## src/rtl/mult_booth_pkg.sv

```systemverilog
`default_nettype none
// ============================================================================
//  Module      : mult_booth_pkg
//  Description : Shared types for the sequential radix-2 Booth multiplier.
//  Revision    : 1.0 - initial release
// ============================================================================
package mult_booth_pkg;

    typedef enum logic [1:0] {
        IDLE = 2'd0,
        CALC = 2'd1,
        DONE = 2'd2
    } mult_state_e;

    typedef struct packed {
        logic load;
        logic iterate;
        logic capture;
    } mult_ctrl_t;

    typedef enum logic [1:0] {
        BOOTH_NOP = 2'd0,
        BOOTH_ADD = 2'd1,
        BOOTH_SUB = 2'd2
    } booth_op_e;

    // pair = {Q[0], Q_1}
    function automatic booth_op_e booth_op(input logic [1:0] pair);
        case (pair)
            2'b01:   return BOOTH_ADD;
            2'b10:   return BOOTH_SUB;
            default: return BOOTH_NOP;
        endcase
    endfunction

endpackage
`default_nettype wire

```

## src/rtl/mult_booth_seq_if.sv

```systemverilog
`default_nettype none
// ============================================================================
//  Module      : mult_booth_seq_if
//  Description : Operand/result handshake bundle of the Booth multiplier.
//  Revision    : 1.0 - initial release
// ============================================================================
interface mult_booth_seq_if #(
    parameter int N = 8
) ();
    logic           in_valid;
    logic           in_ready;
    logic [N-1:0]   a;
    logic [N-1:0]   b;
    logic           signed_mode;
    logic           out_valid;
    logic           out_ready;
    logic [2*N-1:0] y;
    logic           busy;

    modport master (
        output in_valid, a, b, signed_mode, out_ready,
        input  in_ready, out_valid, y, busy
    );

    modport slave (
        input  in_valid, a, b, signed_mode, out_ready,
        output in_ready, out_valid, y, busy
    );
endinterface
`default_nettype wire

```

## src/rtl/mult_booth_dp.sv

```systemverilog
`default_nettype none
// ============================================================================
//  Module      : mult_booth_dp
//  Description : Booth datapath - M/acc/Q/Q_1 registers, add/sub, arithmetic
//                shift and result register, sequenced by mult_ctrl_t.
//  Revision    : 1.0 - initial release
// ============================================================================
module mult_booth_dp
    import mult_booth_pkg::*;
#(
    parameter int N = 8
) (
    input  wire logic           clk,
    input  wire logic           rst,
    input  wire mult_ctrl_t     ctrl,
    input  wire logic [N-1:0]   a,
    input  wire logic [N-1:0]   b,
    input  wire logic           signed_mode,
    output logic [2*N-1:0]      y
);
    localparam int c_w = N + 1;

    logic [c_w-1:0] r_m;
    logic [c_w-1:0] r_acc;
    logic [c_w-1:0] r_q;
    logic           r_q_1;
    logic [2*N-1:0] r_y;

    logic [c_w-1:0] w_sum;
    logic [c_w-1:0] w_acc_sh;
    logic [c_w-1:0] w_q_sh;
    logic [2*N-1:0] w_prod;

    always_comb begin
        w_sum = r_acc;
        case (booth_op({r_q[0], r_q_1}))
            BOOTH_ADD: w_sum = r_acc + r_m;
            BOOTH_SUB: w_sum = r_acc - r_m;
            default:   w_sum = r_acc;
        endcase
        w_acc_sh = {w_sum[c_w-1], w_sum[c_w-1:1]};
        w_q_sh   = {w_sum[0], r_q[c_w-1:1]};
        // Low 2N bits of the post-shift {acc,Q}; the top two bits are pure sign.
        w_prod   = {w_acc_sh[c_w-3:0], w_q_sh};
    end

    always_ff @(posedge clk) begin
        if (rst) begin
            r_m   <= '0;
            r_acc <= '0;
            r_q   <= '0;
            r_q_1 <= 1'b0;
            r_y   <= '0;
        end else begin
            if (ctrl.load) begin
                r_m   <= signed_mode ? {a[N-1], a} : {1'b0, a};
                r_q   <= signed_mode ? {b[N-1], b} : {1'b0, b};
                r_acc <= '0;
                r_q_1 <= 1'b0;
            end else if (ctrl.iterate) begin
                r_acc <= w_acc_sh;
                r_q   <= w_q_sh;
                r_q_1 <= r_q[0];
            end
            // A capture without an iteration is the zero-operand shortcut.
            if (ctrl.capture) begin
                r_y <= ctrl.iterate ? w_prod : '0;
            end
        end
    end

    assign y = r_y;

endmodule
`default_nettype wire

```

## src/rtl/mult_booth_seq.sv

```systemverilog
`default_nettype none
// ============================================================================
//  Module      : mult_booth_seq
//  Description : Self-sequenced radix-2 Booth multiplier with valid/ready on
//                both sides. Optional MULT_BOOTH_ZERO_BYPASS_EN shortcuts a
//                zero operand straight to DONE with y=0.
//  Revision    : 1.0 - initial release
// ============================================================================
module mult_booth_seq
    import mult_booth_pkg::*;
#(
    parameter int N = 8
) (
    input  wire logic       clk,
    input  wire logic       rst,
    mult_booth_seq_if.slave bus
);
    localparam int                 c_cnt_w = $clog2(N + 2);
    localparam logic [c_cnt_w-1:0] c_last  = c_cnt_w'(N);

    mult_state_e        r_state;
    mult_state_e        w_state_next;
    mult_ctrl_t         w_ctrl;
    logic [c_cnt_w-1:0] r_cnt;
    logic [2*N-1:0]     w_y;

`ifdef MULT_BOOTH_ZERO_BYPASS_EN
    logic r_zero;

    always_ff @(posedge clk) begin
        if (rst) begin
            r_zero <= 1'b0;
        end else if (w_ctrl.load) begin
            r_zero <= (bus.a == '0) || (bus.b == '0);
        end
    end
`endif

    always_ff @(posedge clk) begin
        if (rst) begin
            r_state <= IDLE;
            r_cnt   <= '0;
        end else begin
            r_state <= w_state_next;
            if (w_ctrl.load) begin
                r_cnt <= '0;
            end else if (w_ctrl.iterate) begin
                r_cnt <= r_cnt + c_cnt_w'(1);
            end
        end
    end

    always_comb begin
        w_state_next = r_state;
        w_ctrl       = '0;
        case (r_state)
            IDLE: begin
                if (bus.in_valid) begin
                    w_ctrl.load  = 1'b1;
                    w_state_next = CALC;
                end
            end
            CALC: begin
`ifdef MULT_BOOTH_ZERO_BYPASS_EN
                // Zero operand: one CALC cycle to register y=0, no iterations.
                if (r_zero) begin
                    w_ctrl.capture = 1'b1;
                    w_state_next   = DONE;
                end else
`endif
                begin
                    w_ctrl.iterate = 1'b1;
                    if (r_cnt == c_last) begin
                        w_ctrl.capture = 1'b1;
                        w_state_next   = DONE;
                    end
                end
            end
            DONE: begin
                if (bus.out_ready) begin
                    w_state_next = IDLE;
                end
            end
            default: w_state_next = IDLE;
        endcase
    end

    mult_booth_dp #(
        .N (N)
    ) u_dp (
        .clk         (clk),
        .rst         (rst),
        .ctrl        (w_ctrl),
        .a           (bus.a),
        .b           (bus.b),
        .signed_mode (bus.signed_mode),
        .y           (w_y)
    );

    assign bus.in_ready  = (r_state == IDLE);
    assign bus.out_valid = (r_state == DONE);
    assign bus.busy      = (r_state == CALC) || (r_state == DONE);
    assign bus.y         = w_y;

endmodule
`default_nettype wire

```

## src/flat_wrapper.sv

```systemverilog
// flat-port wrapper written by rule: the top's interface ports become plain ports
module mult_booth_seq_flat import mult_booth_pkg::*;
#(
    parameter int N = 8
)
  (clk, rst, bus_in_valid, bus_a, bus_b, bus_signed_mode, bus_out_ready, bus_in_ready, bus_out_valid, bus_y, bus_busy);
  mult_booth_seq_if #(.N(N)) bus_i ();
  input  wire logic clk;
  input  wire logic rst;
  input wire logic [$bits(bus_i.in_valid)-1:0] bus_in_valid;
  input wire logic [$bits(bus_i.a)-1:0] bus_a;
  input wire logic [$bits(bus_i.b)-1:0] bus_b;
  input wire logic [$bits(bus_i.signed_mode)-1:0] bus_signed_mode;
  input wire logic [$bits(bus_i.out_ready)-1:0] bus_out_ready;
  output wire logic [$bits(bus_i.in_ready)-1:0] bus_in_ready;
  output wire logic [$bits(bus_i.out_valid)-1:0] bus_out_valid;
  output wire logic [$bits(bus_i.y)-1:0] bus_y;
  output wire logic [$bits(bus_i.busy)-1:0] bus_busy;
  assign bus_i.in_valid = bus_in_valid;
  assign bus_i.a = bus_a;
  assign bus_i.b = bus_b;
  assign bus_i.signed_mode = bus_signed_mode;
  assign bus_i.out_ready = bus_out_ready;
  assign bus_in_ready = bus_i.in_ready;
  assign bus_out_valid = bus_i.out_valid;
  assign bus_y = bus_i.y;
  assign bus_busy = bus_i.busy;
  mult_booth_seq #(.N(N)) u_core (.clk(clk), .rst(rst), .bus(bus_i));
endmodule
```

## config.mk

```make
export PLATFORM = sky130hd
export DESIGN_NAME = mult_booth_seq_flat
export DESIGN_NICKNAME = d
export VERILOG_FILES = /design/src/rtl/mult_booth_pkg.sv /design/src/rtl/mult_booth_seq_if.sv /design/src/rtl/mult_booth_dp.sv /design/src/rtl/mult_booth_seq.sv /design/src/flat_wrapper.sv
export SDC_FILE = /design/constraint.sdc
export NUM_CORES = 1
export LEC_CHECK = 0
export CAP_MARGIN = 20
export CORE_ASPECT_RATIO = 0.9
export CORE_MARGIN = 5
export CORE_UTILIZATION = 45
export CTS_CLUSTER_DIAMETER = 120
export DETAILED_ROUTE_END_ITERATION = 10
export GPL_TIMING_DRIVEN = 0
export PLACE_DENSITY = 0.8
export SLEW_MARGIN = 20
export SYNTH_ARGS = -nofsm -noshare
export SYNTH_HDL_FRONTEND = slang
export SYNTH_SLANG_ARGS = --single-unit
export TNS_END_PERCENT = 50
```

## constraint.sdc

```tcl
create_clock -name clk -period 7.14 [get_ports clk]
set_clock_uncertainty 0.15 [all_clocks]
set_input_delay 1.785 -clock clk [delete_from_list [all_inputs] [get_ports clk]]
set_output_delay 1.785 -clock clk [all_outputs]
set_load 0.01 [all_outputs]
```

==> results of run 1 <==
area by class of cell:
type	instances	area, um2
multi-input cells	217	1380
well taps	67	83.8
clock buffers	5	68.8
repair buffers	39	390
fillers	501	2260
plain buffers	15	57.6
inverters	12	45.0
flip-flops and latches	49	981
clock inverters	3	21.3
synth_stat cells (2+ instances only):
| cell type | n |
|---|---|
| xor2_1 | 5 |
| nand2_1 | 42 |
| nor2_1 | 32 |
| o21ai_0 | 10 |
| inv_1 | 12 |
| clkbuf_1 | 12 |
| a211oi_1 | 16 |
| ha_1 | 15 |
| mux2i_1 | 18 |
| nor2b_1 | 3 |
| dfxtp_1 | 49 |
| nor3_1 | 3 |
| nand2b_1 | 6 |
| a21oi_1 | 33 |
| a31oi_1 | 4 |
| buf_1 | 2 |
| xnor2_1 | 12 |
power breakdown:
part           switching, mW  leakage (nW)  total, mW  internal, mW
clock                 0.0953        0.0445      0.165        0.0696
sequential            0.0192         0.399      0.312         0.293
combinational          0.144         0.663      0.264         0.121
routing by layer:
metal  wire [um]  global-route usage  vias to the layer above
met4          29              0.0302                        0
met5           0                   0                        -
met3         352              0.0390                        5
met2        2450               0.271                       67
met1        2530               0.217                      971
li1            -                   -                     1099
state kept, by name, indices dropped and copies added, names as in the netlist:
register / flops
u_core.r_cnt: 4
u_core.u_dp.r_q_1: 1
u_core.u_dp.r_q: 9
u_core.u_dp.r_m: 9
u_core.u_dp.y: 16
u_core.r_state: 2
u_core.u_dp.r_acc: 8
critical path, delay by kind of cell, from the launching register on:
family	cells	cell delay (ps)
fa+ha+maj	1	270
buf+inv	2	610
flops	1	370
worst max-delay path by stage:
stage,from,endpoint,slack [ps],depth (start not counted)
global route,u_core.r_state[0],bus_busy,3580,3
CTS,u_core.r_state[0],bus_busy,3650,3
global placement,rst,u_core.u_dp.r_q[5],3630,4
finish,u_core.r_state[0],bus_busy,3650,3
floorplan,bus_in_valid,u_core.u_dp.r_q[5],4440,4
detailed placement,rst,u_core.u_dp.r_q[3],3630,4
kinds of logic (layout without fill, tap and decap cells):
kind of cell / after synthesis / count (layout)
AND/OR/NAND/NOR: 93 / 93
flip-flops: 49 / 49
XOR/XNOR: 17 / 17
adder cells (fa/ha/maj): 16 / 16
AO/OA/AOI/OAI: 72 / 72
buffers and inverters: 27 / 74
multiplexers: 19 / 19
==> results.txt, run 1 <==
The via count of the first global-routing pass came out at 2060. The buffers inserted during post-CTS setup optimization is 0. Counting every net in the synthesized netlist gives 330.

The post-synthesis area per instance is 8.42 um2. The number of buffers inserted for hold repair after clock tree synthesis came out at 0. The clock edge transition at the registers on the reported setup and hold paths is 100 ps. The worst slack at placement came out at 3630 ps. The global router's overall resource usage is 0.163. The final number of hold-violating endpoints is 0.

The share of the synthesized netlist area taken by xor and xnor gates came out at 0.0604. The run finished with clean final reports. The time the worst path needs with I/O delays and setup came out at 3490 ps. Of the total synthesized cell area, the portion taken by full adders, half adders and majority gates is 0.0842.

The sequential share of the synthesized area came out at 0.398. The total detailed-routing wirelength came out at 5370 um. Entering global routing, the biggest net connects 17 pins. The global-route wire length before repair came out at 9320 um.

Input and output buffers added on the ports amount to 39. The total of cells resized after clock tree synthesis came out at 0. The worst hold path begins at u_core.u_dp.y[8].

The floorplan die area came out at 0.00706 mm2. The post-synthesis register bit count is 49. Setup repair after global routing left no endpoint under its margin. In this run the static leakage power is 1.11 nW. Summing all placed instances gives a cell area of 0.00294 mm2. The final number of max-transition violations is 0. For this design the top-level I/O count stands at 40.

The largest single stage delay on the critical path is 530 ps. The gate count after technology mapping came out at 293. The data arrival time at the worst-slack endpoint is 1550 ps. The share of Yosys cell area claimed by the top area cell type is 0.398. The largest buffer count on any clock path came out at 2.

The fraction of layout instances using a drive strength above 1 came out at 0.0353. The number of routed nets with antenna violations is 0. After detailed routing, the number of remaining DRC violations is 0.

Power spread over the standard cell area amounts to 245 mW/mm2. The final design area excluding fillers is 0.00303 mm2. Summed over all instances, the cell type with the most area after synthesis is dfxtp_1. The height of the die is 80.2 um.

The signal on the critical path passes through inv_1 > ha_1 > clkdlybuf4s50_1. The worst-path maximum fanout came out at 3. The overall via count from detail_route came out at 2142. The path with the worst hold slack has its endpoint at u_core.u_dp.y[8]. After synthesis, the share of flip-flops with an asynchronous set or reset is 0.

The starting density of the core is 0.467. The placer's final routability congestion estimate is 0.826. The count of synthesis-stage warnings from yosys is 0.

The count of nets after finishing is 376. For this run, the leading register cell type out of synthesis is dfxtp_1. The hold path depth is 2.

The global route total overflow is 0. In this run the tightest slew margin relative to its limit is 0.595. The leading cell type in the layout, fill and taps excluded is dfxtp_1. The worst-case setup margin in the final layout came out at 3650 ps.

The worst IR drop on VDD is 0.000122 V. The data required time of the worst path is 5200 ps. TritonCTS built the clock tree.

The count of clock tree sinks is 49. The actual transition at the worst max-transition pin is 607 ps. The tightest min-delay check is of the reg2reg type. The CTS buffer count came out at 5. The tree is rooted in a clkbuf_8.

The final number of setup-violating endpoints came out at 0. The critical path startpoint category is a flop. 0 antenna diodes ended up in the layout. The number of placement rows came out at 25. The area added between synthesis and finish is 22.9%. The maximum clock frequency is 0.287 GHz.

Ranked by total cell area, the synthesized netlist is headed by dfxtp_1, ha_1, mux2i_1, a21oi_1, nand2_1. The post-placement cell count came out at 399. The worst reg2reg path depth is 10.

The largest individual stage delay along the critical path comes from the cell clkdlybuf4s50_1. The kind of end point of the critical path is an output port. The count of different cell masters after synthesis is 36. Of the total synthesized cell area, the portion taken by AND, OR, NAND and NOR gates is 0.162. The endpoint identified for the worst register-to-register timing path is u_core.u_dp.r_acc[7].

Measured on the finished design, the core utilization comes to 0.573. The later-pin clock latency in the skew report came out at 300 ps. The netlist area before placement came out at 0.00247 mm2. The aggregate negative setup slack came out at 0 ps. The design draws 741 uW.

The fraction of the mapped netlist area in compound gates is 0.177. The width of the die came out at 88.0 um. Hold is met by 308 ps. The final non-filler cell total came out at 407. Dividing the detail-routed via count by the number of cells gives 5.26. The synthesized design contains 0 enable-type register cells. After detailed routing, the average wire length per cell comes to 13.2 um. The number of max-cap violations is 0.

In the finished design, the share of the clock period the worst path needs comes to 0.488. The critical path is of the reg2out type. The placeable core region came out at 0.00529 mm2. The multiplexer area fraction after synthesis is 0.0776. The register-to-register setup slack came out at 4170 ps. After synthesis, the largest family of logic cells by area is compound AO/OA/AOI/OAI gates. The worst register-to-register path begins at u_core.u_dp.r_q[0]. The number of antenna violations at the first check in global routing was 0.

The H-tree level count is 2. Once detailed placement completed, the half-perimeter wirelength came to 4220 um. The detailed-router iteration count before antenna repair is 4. In the layout the commonest cells are dfxtp_1, nand2_1, clkdlybuf4s50_1.

After the first detailed-routing iteration, the DRC count stood at 129.
(Power assumes the default switching activity.)
==> run 2, diff against run 1 <==
==> constraint.sdc (replaced) <==
create_clock -name clk -period 3.4 [get_ports clk]
set_clock_uncertainty 0.15 [all_clocks]
set_input_delay 0.85 -clock clk [delete_from_list [all_inputs] [get_ports clk]]
set_output_delay 0.85 -clock clk [all_outputs]
set_load 0.01 [all_outputs]
==> results of run 2 <==
The final DEF is identical to that of run 1. Status: completed.
Main changes from that run: setup slack after placement 3630 ps -> 461 ps; setup slack after layout 3650 ps -> 427 ps; start point of the critical path u_core.r_state[0] -> u_core.u_dp.r_q[0]; end point of the critical path bus_busy -> u_core.u_dp.r_acc[7]; register-to-register setup slack 4170 ps -> 430 ps; total power 0.741 mW -> 1.56 mW; worst IR drop on VDD 0.000122 V -> 0.000257 V
